File: src/rtl/multiphase_clkgen.sv
// Multi-phase clock generator: a JW-bit Johnson counter advanced by a programmable
// prescaler gives 2*JW equally spaced 50%-duty phases with glitch-free start and stop.
module multiphase_clkgen #(
    parameter int JW    = 2,
    parameter int DIV_W = 4
) (
    input  logic              clk,
    input  logic              rst,
    input  logic              en,
    input  logic [DIV_W-1:0]  div,
    output logic [2*JW-1:0]   ph,
    output logic              sof,
    output logic              running,
    output logic [DIV_W-1:0]  div_act
);

    typedef enum logic [1:0] {
        IDLE = 2'd0,
        RUN  = 2'd1,
        STOP = 2'd2
    } state_t;

    localparam logic [JW-1:0] J_LAST = {1'b1, {(JW-1){1'b0}}};

    state_t            r_state;
    logic [JW-1:0]     r_j;
    logic [DIV_W-1:0]  r_pre;
    logic [DIV_W-1:0]  r_div_q;
    logic              r_sof;
    logic              r_running;

    logic              w_tick;
    logic              w_bound;
    logic [JW-1:0]     w_j_next;

    assign w_tick   = (r_state != IDLE) && (r_pre == r_div_q);
    assign w_bound  = w_tick && (r_j == J_LAST);
    assign w_j_next = {r_j[JW-2:0], ~r_j[JW-1]};

    always_ff @(posedge clk or posedge rst) begin
        if (rst) begin
            r_state   <= IDLE;
            r_j       <= '0;
            r_pre     <= '0;
            r_div_q   <= '0;
            r_sof     <= 1'b0;
            r_running <= 1'b0;
        end else begin
            r_sof <= w_tick && (r_j == '0);
            if (r_state == IDLE) begin
                r_j   <= '0;
                r_pre <= '0;
                if (en) begin
                    r_state   <= RUN;
                    r_div_q   <= div;
                    r_running <= 1'b1;
                end
            end else begin
                if (w_tick) begin
                    r_j   <= w_j_next;
                    r_pre <= '0;
                end else begin
                    r_pre <= r_pre + 1'b1;
                end
                case (r_state)
                    RUN: begin
                        if (w_bound)
                            r_div_q <= div;
                        if (!en)
                            r_state <= STOP;
                    end
                    STOP: begin
                        // A stop request only takes effect once the period closes at j==0.
                        if (en) begin
                            r_state <= RUN;
                            if (w_bound)
                                r_div_q <= div;
                        end else if (w_bound) begin
                            r_state   <= IDLE;
                            r_running <= 1'b0;
                        end
                    end
                    default: begin
                        r_state   <= IDLE;
                        r_running <= 1'b0;
                    end
                endcase
            end
        end
    end

    // Low half of the phases are counter bits, high half their single inversions.
    assign ph      = {~r_j, r_j};
    assign sof     = r_sof;
    assign running = r_running;
    assign div_act = r_div_q;

endmodule

File: config.mk
export PLATFORM = sky130hd
export DESIGN_NAME = multiphase_clkgen
export DESIGN_NICKNAME = d
export VERILOG_FILES = /design/src/rtl/multiphase_clkgen.sv
export SDC_FILE = /design/constraint.sdc
export NUM_CORES = 1
export LEC_CHECK = 0
export CAP_MARGIN = 20
export CORE_ASPECT_RATIO = 1.25
export CORE_UTILIZATION = 42
export DETAILED_ROUTE_END_ITERATION = 8
export HOLD_SLACK_MARGIN = 0.06
export PLACE_DENSITY = 0.69
export SYNTH_ARGS = -nofsm -noshare
export SYNTH_HDL_FRONTEND = slang
export SYNTH_SLANG_ARGS = --single-unit
File: constraint.sdc
create_clock -name clk -period 1.38 [get_ports clk]
set_clock_uncertainty 0.1 [all_clocks]
set_input_delay 0.276 -clock clk [delete_from_list [all_inputs] [get_ports clk]]
set_output_delay 0.276 -clock clk [all_outputs]
set_load 0.01 [all_outputs]
==> flow_summary.ini <==
[route]
antenna_left = 0
wire_per_inst_um = 13.9
wirelength_mm = 1.88
drt-initial-drc-count = 9
post_drt_via_cell_ratio = 5.16
detail_route.first_pass.iterations = 3
dr_total_vias = 696
remaining_drc_errors = 0

[worst_setup_path]
timing.critical_path.from_type = flop
critPathRequiredTime_ps = 1440
cp_cell_sequence = buf_4 > xnor2_4 > and4_4 > nand2_2 > a311o_1
worst-setup-path-type = reg -> reg
regToRegStartpoint = div_act[0]
ff2ff_path_depth = 5
r2r_end = div_act[0]
setup.reg_to_reg.worst_slack_ps = -120
critical_path_maximum_fanout = 2
cpPeakStageDelay_ps = 380
cp_num_cells = 5
crit_slowest_cell = dfrtp_1
worstSetupStartpoint = div_act[0]
critical_path_buf_inv_count = 1
cp-end-kind = flop
cp_data_arrival_time_ps = 1560
crit_path_end = div_act[0]
cp_top_family = flip-flops

[floorplanning]
design.core.area_um2 = 1580
num_io_pins = 17
design.die.area_um2 = 1890
floorplan.rows = 16
dieWidth_um = 39.1
die_y_um = 48.4
initial_utilization = 0.456

[global_routing]
met2_routing_resource_usage_after_global_routing = 0.447
highest_utilization_routing_layer_at_the_global_route_stage = met2
grt_start_max_net_pins = 15
globalRouteOverflowTotal = 0
grt_antenna_before_repair = 0
globalRouteMet1Util = 0.264
met3_usage = 0.0138
grt_pass1_vias = 751
grt_use_total = 0.240
grt_pass1_wl_mm = 3.20

[layout]
stdcell_count = 135
layout-drive-gt1-share = 0.444
synthToLayoutAreaGrowth_pct = 65.7
n_fill_cell = 125
antenna-diode-count = 0
multi_input_comb_area_um2 = 425
nets = 127
final_std_cell_area_no_fill_um2 = 1200
seqCellArea_um2 = 350

[synthesis]
yosys-top-cells-area = dfrtp_1 (49%), xnor2_2 (9.0%), nor2_1 (4.7%), inv_1 (4.2%), o211ai_1 (3.1%)
count_of_unique_library_cells_instantiated_by_yosys = 23
synth.cell_area_um2 = 722
yosys.area.top_type = dfrtp_1
netlist.area_leader.share = 0.485
synth_fp_nets = 79
postSynthRegisterBits = 14
count_of_synthesis_stage_warnings_from_yosys = 0
synthesis.area_per_instance_um2 = 10.2
synth_seq_area_share = 0.485
synthCells = 71

[clock_network]
cts_tree = built
numCtsBuffers = 3
numClockSinks = 14
clk_pin_slew_ps = 80
cts_buffer_depth = 2
h-tree-depth = 1
clkLatencyLatePin_ps = 270
cts_hold_repair.buffers = 0
cts_root_buf = clkbuf_4

[job]
drv.max_cap_violation_count = 0

[pwr]
seq_power_share = 0.323
power.internal_mw = 1.17
clk_pwr_share = 0.122
max-vdd-ir-drop_mv = 1.11
netSwitchingPower_mw = 0.672
power-per-cell-area_nw_per_um2 = 1540
swShare = 0.365
pwr-share-comb = 0.555
power_leakage_nw = 0.563

[timing]
report.final.hold_viol_count = 0
timing_worst_slew_pin_value_ps = 216
finalSetupTns_ps = -687
holdWs_ps = 195
slew_viols_final = 0
finalCriticalPeriod_ps = 1500
postLayoutSetupSlackWorst_ps = -120
finalSetupViolCount = 10
min_period_over_period = 1.09
slew_headroom = 0.854
max_freq_mhz = 667
grt_setup_unrepaired = yes

[status]
outcome = finished with violations
violations = setup timing

[placement]
place.port_buffers = 16
preCtsSetupSlack_ps = -315
place.gp.congestion = 0.745
place.detailed.instances = 124
post_dp_cell_area_um2 = 1050
hpwl_mm = 1.29

[min_path]
hold_class = in -> async
==> sequential cells by signal, indices dropped and copies added, names as in the netlist <==
name and cells:
r_j 2, r_state 2, div_act 4, running 1, r_pre 4, sof 1
==> cell usage after synthesis <==
| library cell | instances |
|---|---|
| dfrtp_1 | 14 |
| nor2_1 | 9 |
| inv_1 | 8 |
| nand2_1 | 5 |
| a21oi_1 | 4 |
| xnor2_2 | 4 |
| nand2b_1 | 3 |
| nand3_1 | 3 |
| o211ai_1 | 3 |
| o21ai_1 | 3 |
| a311o_1 | 2 |
| nor3_1 | 2 |
| a21boi_0 | 1 |
| a21o_1 | 1 |
| a21oi_2 | 1 |
| and4_4 | 1 |
| ha_1 | 1 |
| mux2i_1 | 1 |
| nand4_2 | 1 |
| nor4_1 | 1 |
| o311ai_1 | 1 |
| xnor2_1 | 1 |
| xor2_1 | 1 |
==> layout make-up <==
| cell class | count | share of cell area |
|---|---|---|
| multi-input combinational | 49 | 0.356 |
| tap | 18 | 0.0188 |
| timing repair buffer | 43 | 0.289 |
| clock buffer | 3 | 0.0188 |
| inverter | 8 | 0.0251 |
| sequential | 14 | 0.293 |
==> logic make-up after synthesis <==
kind of cell,share of synthesized area
adders and majority gates,0.0173
AOI/OAI and AO/OA,0.153
and+or+nand+nor,0.175
xor gates and xnor gates,0.114
buffers and inverters,0.0416
muxes,0.0139
DFF,0.485
==> repair_timing <==
item / 4_1_cts / 5_1_grt
setup buffers: 6 / 2
resized for setup: 32 / 11
setup endpoints to repair: 23 / 16
pin swaps: 9 / 4
==> power groups by stage <==
stage	logic [mW]	registers [mW]	clock network, mW
after floorplan	0.339	0.633	0
after global placement	0.744	0.607	0
after detailed placement	0.757	0.610	0
after CTS	0.943	0.598	0.232
after global routing	1.10	0.604	0.247
final	1.02	0.594	0.225
==> cell usage in the layout, fill, tap and decap left out, drive strengths merged <==
cell           count
a21oi              5
o21ai              3
xnor2              5
a21boi             1
inv                8
dfrtp             14
nor2               9
nand2b             3
clkbuf             6
mux2i              1
a311o              2
nand4              1
nor3               2
o311ai             1
o211ai             3
dlygate4sd2        3
clkdlybuf4s50      6
a21o               1
ha                 1
nor4               1
buf               31
nand3              3
xor2               1
nand2              5
and4               1
==> worst reg2reg max path, delay by kind of cell, from the launching register on <==
kind	cells	cell delay (ps)
AOI/OAI and AO/OA	1	260
DFF	1	380
buffers and inverters	1	150
and+or+nand+nor	2	330
xor gates and xnor gates	1	170
==> metrics by stage <==
step | utilization | power (mW)
after floorplan | - | 0.972
after global placement | 0.664 | 1.35
after detailed placement | 0.664 | 1.37
after CTS | 0.739 | 1.77
after global routing | 0.756 | 1.95
final | 0.756 | 1.84
==> routing by layer <==
metal  up-vias  routed length (um)
li1        339                   -
met1       338                 697
met2        15                1110
met3         4                  52
met4         0                  25
met5         -                   0
==> how the worst min path moves through the flow <==
stage | cells past startpoint | to | from | slack [ps]
final | 3 | sof | rst | 200
after CTS | 3 | r_state[0] | rst | 190
after floorplan | 1 | div_act[0] | rst | 70
after global routing | 3 | div_act[3] | rst | 250
after detailed placement | 1 | sof | r_j[1] | 420
after global placement | 1 | sof | r_j[1] | 410
No activity file was read; power rests on OpenSTA's default activity.
